--- src/rtl/rca_seq_ctrl.sv ---
// rca_seq_ctrl: multi-cycle W-bit adder built from one shared N-bit
// ripple-carry slice. Operands are captured on a valid/ready handshake,
// the slice is applied K = W/N times (least significant slice first)
// with the carry held in a register between cycles, and the result is
// offered on a second valid/ready handshake.

// rca: plain N-bit ripple-carry adder used as the only arithmetic datapath.
module rca #(
    parameter int N = 8
) (
    input  logic [N-1:0] i_a,
    input  logic [N-1:0] i_b,
    input  logic         i_cin,
    output logic [N-1:0] o_sum,
    output logic         o_cout
);

    // Ripple the carry bit by bit from the LSB upwards.
    always_comb begin
        logic w_ripple;
        w_ripple = i_cin;
        o_sum    = '0;
        for (int i = 0; i < N; i++) begin
            o_sum[i] = i_a[i] ^ i_b[i] ^ w_ripple;
            w_ripple = (i_a[i] & i_b[i]) | (w_ripple & (i_a[i] ^ i_b[i]));
        end
        o_cout = w_ripple;
    end

endmodule

module rca_seq_ctrl #(
    parameter int W = 32,
    parameter int N = 8
) (
    input  logic         clk,
    input  logic         rst_n,
    input  logic         in_valid,
    output logic         in_ready,
    input  logic [W-1:0] a,
    input  logic [W-1:0] b,
    input  logic         cin,
    output logic         out_valid,
    input  logic         out_ready,
    output logic [W-1:0] sum,
    output logic         cout,
    output logic         busy
);

    // Guarded so a bad N still elaborates far enough to report the error.
    localparam int K  = (N >= 1) ? (W / N) : 1;
    localparam int CW = (K > 1) ? $clog2(K) : 1;
    localparam logic [CW-1:0] LAST_SLICE = CW'(K - 1);

    if (N < 1) begin : g_badSliceWidth
        $error("rca_seq_ctrl: slice width N must be at least 1");
    end else if ((W % N) != 0) begin : g_badTotalWidth
        $error("rca_seq_ctrl: operand width W must be a multiple of N");
    end

    typedef enum logic [1:0] {
        IDLE = 2'd0,
        RUN  = 2'd1,
        DONE = 2'd2
    } state_t;

    state_t          r_state;
    logic [CW-1:0]   r_cnt;
    logic            r_carry;
    logic [W-1:0]    r_opA;
    logic [W-1:0]    r_opB;
    logic [W-1:0]    r_sum;
    logic            r_cout;
    logic            r_inReady;
    logic            r_outValid;
    logic            r_busy;

    logic [N-1:0]    w_sliceA;
    logic [N-1:0]    w_sliceB;
    logic [N-1:0]    w_sliceSum;
    logic            w_sliceCout;

    // Select the operand slice addressed by the current slice counter.
    always_comb begin
        w_sliceA = r_opA[int'(r_cnt) * N +: N];
        w_sliceB = r_opB[int'(r_cnt) * N +: N];
    end

    rca #(
        .N (N)
    ) u_rca (
        .i_a    (w_sliceA),
        .i_b    (w_sliceB),
        .i_cin  (r_carry),
        .o_sum  (w_sliceSum),
        .o_cout (w_sliceCout)
    );

    // Sequencer FSM: capture operands, step through the slices, then hold
    // the result until the consumer takes it. Handshake flags are registered
    // alongside the state so they never glitch.
    always_ff @(posedge clk or negedge rst_n) begin
        if (!rst_n) begin
            r_state    <= IDLE;
            r_cnt      <= '0;
            r_carry    <= 1'b0;
            r_opA      <= '0;
            r_opB      <= '0;
            r_sum      <= '0;
            r_cout     <= 1'b0;
            r_inReady  <= 1'b1;
            r_outValid <= 1'b0;
            r_busy     <= 1'b0;
        end else begin
            case (r_state)
                IDLE: begin
                    if (in_valid && r_inReady) begin
                        r_opA     <= a;
                        r_opB     <= b;
                        r_carry   <= cin;
                        r_cnt     <= '0;
                        r_state   <= RUN;
                        r_inReady <= 1'b0;
                        r_busy    <= 1'b1;
                    end
                end
                RUN: begin
                    r_sum[int'(r_cnt) * N +: N] <= w_sliceSum;
                    r_carry <= w_sliceCout;
                    r_cnt   <= r_cnt + 1'b1;
                    if (r_cnt == LAST_SLICE) begin
                        r_cout     <= w_sliceCout;
                        r_state    <= DONE;
                        r_outValid <= 1'b1;
                    end
                end
                DONE: begin
                    if (out_ready) begin
                        r_state    <= IDLE;
                        r_outValid <= 1'b0;
                        r_busy     <= 1'b0;
                        r_inReady  <= 1'b1;
                    end
                end
                default: begin
                    r_state    <= IDLE;
                    r_inReady  <= 1'b1;
                    r_outValid <= 1'b0;
                    r_busy     <= 1'b0;
                end
            endcase
        end
    end

    assign in_ready  = r_inReady;
    assign out_valid = r_outValid;
    assign busy      = r_busy;
    assign sum       = r_sum;
    assign cout      = r_cout;

endmodule

--- config.mk ---
export PLATFORM = sky130hd
export DESIGN_NAME = rca_seq_ctrl
export DESIGN_NICKNAME = d
export VERILOG_FILES = /design/src/rtl/rca_seq_ctrl.sv
export SDC_FILE = /design/constraint.sdc
export NUM_CORES = 1
export LEC_CHECK = 0
export BUFFER_PORTS_ARGS = -buffer_cell sky130_fd_sc_hd__buf_4
export CAP_MARGIN = 10
export CORE_MARGIN = 5
export CORE_UTILIZATION = 54
export CTS_BUF_LIST = sky130_fd_sc_hd__clkbuf_4 sky130_fd_sc_hd__clkbuf_8 sky130_fd_sc_hd__clkbuf_16
export DETAILED_ROUTE_END_ITERATION = 7
export PLACE_DENSITY = 0.91
export SLEW_MARGIN = 20
export SYNTH_ARGS = -nofsm -noshare
export SYNTH_HDL_FRONTEND = slang
export SYNTH_HIERARCHICAL = 1
export SYNTH_SLANG_ARGS = --single-unit
--- constraint.sdc ---
create_clock -name clk -period 6.31 [get_ports clk]
set_input_delay 1.262 -clock clk [delete_from_list [all_inputs] [get_ports clk]]
set_output_delay 1.262 -clock clk [all_outputs]
set_load 0.005 [all_outputs]
==> results of run 1 <==
## layout by cell type, fill, tap and decap left out, types with 4 or more instances in the layout
master,netlist,routed
sky130_fd_sc_hd__ha_1,6,6
sky130_fd_sc_hd__a22o_1,32,32
sky130_fd_sc_hd__buf_4,2,108
sky130_fd_sc_hd__inv_1,14,14
sky130_fd_sc_hd__nand2_1,4,4
sky130_fd_sc_hd__mux2_2,65,65
sky130_fd_sc_hd__fa_1,8,8
sky130_fd_sc_hd__clkbuf_8,4,10
sky130_fd_sc_hd__mux4_2,16,16
sky130_fd_sc_hd__dfrtp_1,104,104
## cells in the mapped netlist
library cell	number	area share (%)
sky130_fd_sc_hd__mux2_2	65	16
sky130_fd_sc_hd__nor3_2	1	0.21
sky130_fd_sc_hd__and2b_1	1	0.16
sky130_fd_sc_hd__clkbuf_8	4	1.2
sky130_fd_sc_hd__o22ai_1	1	0.13
sky130_fd_sc_hd__inv_1	14	1.1
sky130_fd_sc_hd__nand2b_1	3	0.40
sky130_fd_sc_hd__o21ai_0	3	0.32
sky130_fd_sc_hd__nand2_1	4	0.32
sky130_fd_sc_hd__buf_1	1	0.080
sky130_fd_sc_hd__nor4_2	1	0.27
sky130_fd_sc_hd__a21o_1	1	0.16
sky130_fd_sc_hd__nor4_4	1	0.45
sky130_fd_sc_hd__o22a_1	1	0.19
sky130_fd_sc_hd__o31ai_1	1	0.16
sky130_fd_sc_hd__a221o_1	1	0.21
sky130_fd_sc_hd__a21oi_1	2	0.21
sky130_fd_sc_hd__fa_1	8	3.4
sky130_fd_sc_hd__buf_2	1	0.11
sky130_fd_sc_hd__nor2_1	3	0.24
sky130_fd_sc_hd__buf_12	1	0.43
sky130_fd_sc_hd__nand3b_2	1	0.24
sky130_fd_sc_hd__o21bai_1	1	0.16
sky130_fd_sc_hd__nand3b_4	2	0.85
sky130_fd_sc_hd__buf_6	4	0.96
sky130_fd_sc_hd__mux4_2	16	7.7
sky130_fd_sc_hd__nor3b_2	1	0.27
sky130_fd_sc_hd__ha_1	6	1.6
sky130_fd_sc_hd__dfrtp_1	104	55
sky130_fd_sc_hd__nand4bb_1	1	0.24
sky130_fd_sc_hd__buf_4	2	0.32
sky130_fd_sc_hd__nor4bb_2	1	0.35
sky130_fd_sc_hd__a22o_1	32	6.0
sky130_fd_sc_hd__nor3_1	2	0.21
sky130_fd_sc_hd__dfstp_2	1	0.56
sky130_fd_sc_hd__or3_1	1	0.13
## registers in the layout, summed over array words and instances, names as in the netlist
register,flops
busy,1
r_state,2
out_valid,1
r_cnt,2
cout,1
r_carry,1
r_opB,32
sum,32
in_ready,1
r_opA,32
## final timing paths
path	from	endpoint	slack (ns)	depth (start not counted)
min	busy	busy	0.49	1
max reg2reg	r_cnt[0]	sum[7]	1.77	14
max	r_cnt[0]	sum[7]	1.77	14
min in group asynchronous	rst_n	sum[16]	0.91	1
max in group asynchronous	rst_n	r_opB[25]	4.26	2
min reg2reg	busy	busy	0.49	1
## where the power goes
part           internal [uW]  leakage, uW  switching [uW]
Clock                    197    0.0000987             216
Sequential               947      0.00134             187
Combinational            659      0.00132             645
Total                   1800      0.00276            1050
## stage by stage
step / area [um^2] / total power, uW
floorplan: 4710 / 1980
global placement: 5520 / 2370
detailed placement: 5520 / 2450
CTS: 5720 / 2870
global route: 5720 / 3050
finish: 5720 / 2850
## routing by layer
metal	vias to the layer above	share of wire, %	GRT usage [%]
li1	1298	-	-
met1	1552	40	28.4
met2	126	50	33.7
met3	15	8.4	4.90
met4	0	1.3	7.07
met5	-	0	0
## worst max-delay path: cells and delay by family, from the launching register on
kind	cells	cell delay (ns)
buffers and inverters	4	0.36
adders and majority gates	8	2.97
DFF	1	0.44
AOI/OAI and AO/OA	1	0.15
muxes	1	0.56
## layout make-up
cell class | instances | area [um^2] | share of cell area [%]
Timing Repair Buffer | 108 | 811 | 14.2
Inverter | 14 | 52.6 | 0.919
Tap cell | 108 | 135 | 2.36
Multi-Input combinational cell | 161 | 1890 | 33.1
Clock inverter | 5 | 55.1 | 0.962
Clock buffer | 11 | 145 | 2.54
Sequential cell | 105 | 2630 | 46.0
## kinds of logic after synthesis
logic type / synth area share, %
DFF: 55.8
adders and majority gates: 4.99
and+or+nand+nor: 4.33
buffers and inverters: 4.17
muxes: 23.2
AOI/OAI and AO/OA: 7.49
==> impl_metrics.env, run 1 <==
export IMPL_worst_path_required_time_ns=6.60
export IMPL_crit_path_top_delay_cell="sky130_fd_sc_hd__mux4_2"
export IMPL_clk_latency_ns=0.36
export IMPL_placed_cells_incl_taps=496
export IMPL_floorplan_core_area_um2=8590
export IMPL_start_util_pct=54.8
export IMPL_final_min_period_over_clock_period_pct=72.0
export IMPL_dr_first_iter_drc_count=108
export IMPL_cap_violations=0
export IMPL_vias=2991
export IMPL_drt_drc_violations_left=0
export IMPL_post_cts_setup_buffers=0
export IMPL_fin_ws_ns=1.77
export IMPL_worstSetupStartpointType="register"
export IMPL_timing_hold_ws_ns=0.489
export IMPL_cts_root_buffer_cell="sky130_fd_sc_hd__clkbuf_8"
export IMPL_die_height_um=103
export IMPL_initial_antenna_violation_count=0
export IMPL_crit_type="register to register"
export IMPL_totalNegativeSetupSlack_ns=0
export IMPL_yosysUniqueCellTypes=36
export IMPL_max_slew_margin_pct=50.9
export IMPL_setup_viol_count_final=0
export IMPL_syn_nets=376
export IMPL_final_fill_count=592
export IMPL_cts_tree="yes"
export IMPL_detailedRoute_firstPassIterationCount=4
export IMPL_fmaxAchievable_ghz=0.220
export IMPL_globalplace_congestion=0.838
export IMPL_io_pins=105
export IMPL_synth_seq_cells=105
export IMPL_place_ws_ns=1.83
export IMPL_synthCells=293
export IMPL_powerDensity_nw_per_um2=499
export IMPL_fin_cells=512
export IMPL_critical_path_max_stage_delay_ns=0.56
export IMPL_clkSinkCount=105
export IMPL_number_of_warning_messages_in_the_yosys_log=6
export IMPL_finalCriticalPeriod_ns=4.54
export IMPL_avgViaCountPerCell=5.84
export IMPL_cp_cell_sequence="mux4_2 -> fa_1 -> inv_1 -> fa_1 -> inv_1 -> fa_1 -> fa_1 -> fa_1 -> fa_1 -> fa_1 -> inv_1 -> fa_1 -> inv_1 -> a22o_1"
export IMPL_report_final_slew_viol_count=0
export IMPL_clock_tree_buffer_depth=2
export IMPL_arrival_ns=4.83
export IMPL_drt_wirelength_per_cell_um=20.5
export IMPL_numCtsBuffers=9
export IMPL_finish_net_count=482
export IMPL_cts_hold_buf=0
export IMPL_grt_total_usage_pct=21.0
export IMPL_num_antenna_cells=0
export IMPL_leakage_component_of_the_power_uw=0.00276
export IMPL_critical_path_endpoint_type="register"
export IMPL_grt_start_max_net_pins=62
export IMPL_row_count=34
export IMPL_seq_area_frac_synth_pct=55.8
export IMPL_unrepaired_setup_endpoints_after_global_routing="false"
export IMPL_layout_drive_gt1_share_pct=53.0
export IMPL_worst_pin_slew_ns=0.736
export IMPL_ctsHtreeMaxLevel=3
export IMPL_final_setup_skew_ns=0.0106
export IMPL_area_delta_synth_final_pct=21.5
export IMPL_grt_overflow=0
export IMPL_path_max_fanout=4
export IMPL_finalWirelength_um=10500
export IMPL_critical_path_top_cell_by_count="sky130_fd_sc_hd__fa_1"
export IMPL_synth_avg_cell_area_um2=16.1
export IMPL_syn_cell_area_um2=4710
export IMPL_fp_dieW_um=103
export IMPL_finalCoreUtilization_pct=66.6
export IMPL_grt_pass1_vias=3271
export IMPL_min_path_type="register to register"
export IMPL_port_buffers=104
export IMPL_outcome="finished clean"
export IMPL_ir_worst_vdd_v=0.000272
export IMPL_cts_repair_resize_count=0
export IMPL_drt_antenna_violating_nets=0
export IMPL_dp_hpwl_um=7980
export IMPL_grt_pass1_wl_um=16900
export IMPL_clkTransAtPathRegs_ns=0.09
export IMPL_final_count_of_hold_timing_violations=0
export IMPL_floorplan_die_area_um2=10700
Note: power is estimated with default switching activity, not from simulation.
==> run 2: changes to the inputs <==
ABC_AREA = 1   (was not set)
CORE_UTILIZATION = 55   (was 54)
clock period = 4.54 ns   (was 6.31 ns; I/O delays follow)
==> impl_metrics.env, run 2 <==
export IMPL_floorplan_core_area_um2=9150
export IMPL_ir_worst_vdd_v=0.000413
export IMPL_drt_antenna_violating_nets=0
export IMPL_final_setup_skew_ns=0.00798
export IMPL_ctsHtreeMaxLevel=3
export IMPL_syn_nets=736
export IMPL_port_buffers=104
export IMPL_crit_path_top_delay_cell="sky130_fd_sc_hd__dfrtp_1"
export IMPL_grt_start_max_net_pins=82
export IMPL_syn_cell_area_um2=5120
export IMPL_critical_path_max_stage_delay_ns=0.43
export IMPL_worstSetupStartpointType="register"
export IMPL_initial_antenna_violation_count=0
export IMPL_powerDensity_nw_per_um2=742
export IMPL_num_antenna_cells=0
export IMPL_start_util_pct=55.9
export IMPL_grt_pass1_wl_um=20500
export IMPL_dp_hpwl_um=9250
export IMPL_clk_latency_ns=0.37
export IMPL_synth_top_cells_by_area="sky130_fd_sc_hd__dfrtp_1, sky130_fd_sc_hd__nand2_1, sky130_fd_sc_hd__inv_1, sky130_fd_sc_hd__nor2_1, sky130_fd_sc_hd__fa_1"
export IMPL_critical_path_top_cell_by_count="sky130_fd_sc_hd__fa_2"
export IMPL_leading_area_contributor_after_synthesis="sky130_fd_sc_hd__dfrtp_1"
export IMPL_outcome="finished clean"
export IMPL_synth_commonest_cells="sky130_fd_sc_hd__nand2_1, sky130_fd_sc_hd__dfrtp_1, sky130_fd_sc_hd__inv_1"
export IMPL_setup_viol_count_final=0
export IMPL_synth_seq_cells=105
export IMPL_clkSinkCount=105
export IMPL_report_final_slew_viol_count=0
export IMPL_critical_path_endpoint_type="register"
export IMPL_clkTransAtPathRegs_ns=0.10
export IMPL_floorplan_die_area_um2=11300
export IMPL_cts_hold_buf=0
export IMPL_drt_wirelength_per_cell_um=14.3
export IMPL_layout_drive_gt1_share_pct=21.8
export IMPL_min_from="busy"
export IMPL_max_slew_margin_pct=33.5
export IMPL_io_pins=105
export IMPL_avgViaCountPerCell=5.16
export IMPL_min_path_type="register to register"
export IMPL_finalWirelength_um=12500
export IMPL_finalCriticalPeriod_ns=4.35
export IMPL_globalplace_congestion=0.894
export IMPL_leakage_component_of_the_power_uw=0.00360
export IMPL_drt_drc_violations_left=0
export IMPL_grt_pass1_vias=4434
export IMPL_crit_type="register to register"
export IMPL_critPathTopFamily="adder cells"
export IMPL_final_min_period_over_clock_period_pct=95.7
export IMPL_report_power_total_uw=4610
export IMPL_finish_net_count=843
export IMPL_final_count_of_hold_timing_violations=0
export IMPL_worst_path_required_time_ns=4.85
export IMPL_number_of_warning_messages_in_the_yosys_log=6
export IMPL_vias=4517
export IMPL_worst_r2r_startpoint="r_cnt[0]"
export IMPL_fin_ws_ns=0.193
export IMPL_grt_total_usage_pct=22.7
export IMPL_final_fill_count=742
export IMPL_cts_root_buffer_cell="sky130_fd_sc_hd__clkbuf_8"
export IMPL_yosys_cell_count_top_type="sky130_fd_sc_hd__nand2_1"
export IMPL_combined_buffer_and_inverter_count_along_the_critical_path=6
export IMPL_seq_area_frac_synth_pct=51.3
export IMPL_dr_first_iter_drc_count=238
export IMPL_grt_overflow=0
export IMPL_detailedRoute_firstPassIterationCount=5
export IMPL_yosysUniqueCellTypes=23
export IMPL_arrival_ns=4.66
export IMPL_synthCells=653
export IMPL_clock_tree_buffer_depth=2
export IMPL_fmaxAchievable_ghz=0.230
export IMPL_worst_pin_slew_ns=0.997
export IMPL_synth_top_cell_area_share_pct=50.8
export IMPL_numCtsBuffers=9
export IMPL_cp_cell_sequence="buf_4 -> buf_4 -> o21ai_2 -> nand2_1 -> fa_2 -> inv_1 -> fa_1 -> inv_1 -> fa_2 -> fa_2 -> fa_2 -> fa_2 -> fa_1 -> inv_1 -> fa_1 -> inv_1 -> nand2_1 -> nor2_1 -> nand2_1 -> nand2_1"
export IMPL_most_used_cells_in_the_layout_excluding_fill_and_tap_cells="sky130_fd_sc_hd__nand2_1, sky130_fd_sc_hd__buf_4, sky130_fd_sc_hd__dfrtp_1"
export IMPL_final_common_cell="sky130_fd_sc_hd__nand2_1"
export IMPL_row_count=35
export IMPL_die_height_um=106
export IMPL_cts_tree="yes"
export IMPL_place_ws_ns=0.0772
export IMPL_primary_ff_master_synth="sky130_fd_sc_hd__dfrtp_1"
export IMPL_fp_dieW_um=106
export IMPL_synth_edff_count=0
export IMPL_ys_async_sr_fraction_pct=100
export IMPL_worst_setup_path_startpoint="r_cnt[0]"
export IMPL_synth_avg_cell_area_um2=7.84
export IMPL_cap_violations=0
export IMPL_path_max_fanout=9
export IMPL_timing_hold_ws_ns=0.484
export IMPL_area_delta_synth_final_pct=21.3
-- run 2: what timing repair did --
item | 4_1_cts | 5_1_grt
gates resized for setup | 0 | 12
endpoints found under the setup margin | 0 | 4
setup buffers | 0 | 8
-- run 2: layout make-up --
class,count,area (um^2),area share [%]
inverter,58,223,3.59
timing repair buffer,124,943,15.2
multi-input combinational,462,2100,33.8
sequential,105,2630,42.3
clock inverter,7,52.6,0.846
tap,111,139,2.24
clock buffer,9,124,1.99
-- run 2: final timing paths --
path                             to  slack, ns  cells past startpoint
setup / recovery             sum[7]       0.19                     20
hold / removal                 busy       0.48                      2
setup reg to reg             sum[7]       0.19                     20
hold reg to reg                busy       0.48                      2
max in group asynchronous  r_cnt[1]       3.06                      3
min in group asynchronous   sum[21]       0.50                      1
-- run 2: cell families after synthesis --
family | share of synthesized area (%)
and+or+nand+nor | 31.5
DFF | 51.3
buffers and inverters | 7.94
AOI/OAI and AO/OA | 4.59
adders and majority gates | 4.59
-- run 2: through the flow --
stage / setup TNS [ns] / area, um^2 / util [%] / std cells
final: 0 / 6210 / 67.9 / 876
after global routing: -0.00459 / 6210 / 67.9 / 876
after CTS: 0 / 6110 / 66.8 / 867
after detailed placement: 0 / 5930 / 64.8 / 851
after global placement: 0 / 5930 / 64.8 / 851
after floorplan: 0 / 5120 / - / 653
-- run 2: per-layer routing --
metal | global-route usage, % | vias up | part of all wire [%]
li1 | - | 2183 | -
met3 | 5.53 | 34 | 6.5
met4 | 7.40 | 0 | 3.0
met5 | 0 | - | 0
met1 | 27.7 | 2134 | 40
met2 | 39.5 | 166 | 51
-- run 2: report_power, final --
part | total (uW) | leakage (uW) | internal (uW) | switching (uW)
combinational | 2470 | 0.00216 | 978 | 1490
sequential | 1600 | 0.00135 | 1340 | 267
clock | 536 | 0.0000904 | 204 | 332
-- run 2: worst register-to-register path, delay by kind of cell (launching register included) --
kind | cells | cell delay, ns
flip-flops | 1 | 0.43
AND/OR/NAND/NOR | 5 | 0.40
AO/OA/AOI/OAI | 1 | 0.13
adder cells (fa/ha/maj) | 8 | 2.73
buffers and inverters | 6 | 0.60
==> run 3: changes to the inputs <==
CORE_ASPECT_RATIO = 1.1   (was not set)
==> impl_metrics.env, run 3 (synthesis results as in run 2) <==
export IMPL_crit_path_top_delay_cell="sky130_fd_sc_hd__fa_1"
export IMPL_final_count_of_hold_timing_violations=0
export IMPL_arrival_ns=4.63
export IMPL_floorplan_die_area_um2=11300
export IMPL_row_count=37
export IMPL_powerDensity_nw_per_um2=734
export IMPL_final_common_cell="sky130_fd_sc_hd__nand2_1"
export IMPL_clkSinkCount=105
export IMPL_dr_first_iter_drc_count=205
export IMPL_ir_worst_vdd_v=0.000333
export IMPL_area_delta_synth_final_pct=19.8
export IMPL_outcome="finished clean"
export IMPL_io_pins=105
export IMPL_finalWirelength_um=12100
export IMPL_crit_type="register to register"
export IMPL_place_ws_ns=0.0905
export IMPL_finish_net_count=834
export IMPL_dp_hpwl_um=8980
export IMPL_clock_tree_buffer_depth=2
export IMPL_totalNegativeSetupSlack_ns=0
export IMPL_finalCoreUtilization_pct=66.6
export IMPL_grt_pass1_vias=4218
export IMPL_layout_drive_gt1_share_pct=20.4
export IMPL_critical_path_top_cell_by_count="sky130_fd_sc_hd__fa_1"
export IMPL_setup_viol_count_final=0
export IMPL_critical_path_endpoint_type="register"
export IMPL_most_used_cells_in_the_layout_excluding_fill_and_tap_cells="sky130_fd_sc_hd__nand2_1, sky130_fd_sc_hd__buf_4, sky130_fd_sc_hd__dfrtp_1"
export IMPL_cap_violations=0
export IMPL_postPlaceCellArea_um2=5930
export IMPL_fmaxAchievable_ghz=0.231
export IMPL_cts_tree="yes"
export IMPL_report_power_total_uw=4500
export IMPL_worstSetupStartpointType="register"
export IMPL_finalCriticalPeriod_ns=4.32
export IMPL_cp_cell_sequence="inv_4 -> nor2_1 -> nor2_1 -> o21ai_0 -> nand2_1 -> fa_1 -> inv_1 -> fa_1 -> inv_1 -> fa_1 -> fa_1 -> fa_2 -> fa_2 -> fa_1 -> inv_1 -> fa_1 -> inv_1 -> nand2_1 -> nor2_1 -> nand2_1 -> nand2_1"
export IMPL_numCtsBuffers=9
export IMPL_path_max_fanout=9
export IMPL_final_fill_count=791
export IMPL_fin_ws_ns=0.217
export IMPL_vias=4410
export IMPL_start_util_pct=55.6
export IMPL_min_path_type="register to register"
export IMPL_leakage_component_of_the_power_uw=0.00356
export IMPL_worst_pin_slew_ns=1.01
export IMPL_avgViaCountPerCell=5.06
export IMPL_clkTransAtPathRegs_ns=0.09
export IMPL_clk_latency_ns=0.38
export IMPL_max_slew_margin_pct=32.4
export IMPL_grt_start_max_net_pins=70
export IMPL_report_final_slew_viol_count=0
export IMPL_grt_overflow=0
export IMPL_port_buffers=104
export IMPL_grt_pass1_wl_um=19800
export IMPL_grt_total_usage_pct=22.0
export IMPL_num_antenna_cells=0
export IMPL_drt_antenna_violating_nets=0
export IMPL_critical_path_max_stage_delay_ns=0.44
export IMPL_worst_path_required_time_ns=4.85
export IMPL_fp_dieW_um=102
export IMPL_detailedRoute_firstPassIterationCount=5
export IMPL_finished_cell_area_um2=6130
export IMPL_final_min_period_over_clock_period_pct=95.2
export IMPL_cts_root_buffer_cell="sky130_fd_sc_hd__clkbuf_8"
export IMPL_die_height_um=111
export IMPL_floorplan_core_area_um2=9210
export IMPL_cts_hold_buf=0
export IMPL_drt_drc_violations_left=0
export IMPL_final_setup_skew_ns=0.0148
export IMPL_globalplace_congestion=0.888
export IMPL_initial_antenna_violation_count=0
export IMPL_drt_wirelength_per_cell_um=13.9
export IMPL_ctsHtreeMaxLevel=3
-- run 3: changes by cell type in the layout (fill, tap and decap cells not counted), moves of 2 or more --
cell / before / now
sky130_fd_sc_hd__o21ai_0: 16 / 18
sky130_fd_sc_hd__buf_4: 123 / 115
sky130_fd_sc_hd__clkbuf_8: 9 / 12
sky130_fd_sc_hd__clkinv_4: 2 / 0
sky130_fd_sc_hd__fa_2: 5 / 2
sky130_fd_sc_hd__fa_1: 3 / 6
sky130_fd_sc_hd__inv_6: 3 / 0
-- run 3: area by class of cell --
type / instances / area (um^2) / area share (%)
sequential: 105 / 2630 / 42.9
multi-input combinational: 462 / 2090 / 34.1
timing repair buffer: 115 / 863 / 14.1
inverter: 58 / 220 / 3.59
clock buffer: 13 / 173 / 2.81
tap: 117 / 146 / 2.39
clock inverter: 2 / 12.5 / 0.204
-- run 3: routing by layer --
metal  track usage [%]  wire length (um)  vias up
li1                  -                 -     2162
met3              3.84               695       18
met1              28.7              5000     2078
met2              37.1              6170      152
met5                 0                 0        -
met4              6.91               235        0
-- run 3: final timing paths --
path / depth (start not counted) / end / slack, ns / start
worst max register to register: 21 / sum[7] / 0.22 / r_cnt[0]
worst min-delay path: 2 / r_opA[3] / 0.48 / r_opA[3]
max in group asynchronous: 2 / r_cnt[0] / 3.36 / rst_n
worst max-delay path: 21 / sum[7] / 0.22 / r_cnt[0]
min in group asynchronous: 2 / sum[25] / 0.62 / rst_n
worst min register to register: 2 / r_opA[3] / 0.48 / r_opA[3]
-- run 3: repair_timing --
action	4_1_cts	5_1_grt
setup buffers	0	1
endpoints found under the setup margin	0	4
resized for setup	0	4
-- run 3: stage by stage --
step / hold slack, ns / instances
after floorplan: 0.444 / 653
final: 0.479 / 872
after detailed placement: 0.460 / 856
after CTS: 0.484 / 871
after global routing: 0.507 / 872
after global placement: 0.457 / 856
-- run 3: where the power goes --
group	internal (uW)	total, uW	switching, uW
logic	914	2350	1430
clock network	247	557	310
registers	1340	1600	263
-- run 3: worst max-delay path: cells and delay by family, from the launching register on --
family          cells  cell delay, ns
flops               1            0.41
buf+inv             5            0.37
compound gates      1            0.08
simple gates        7            0.53
fa+ha+maj           8            2.88
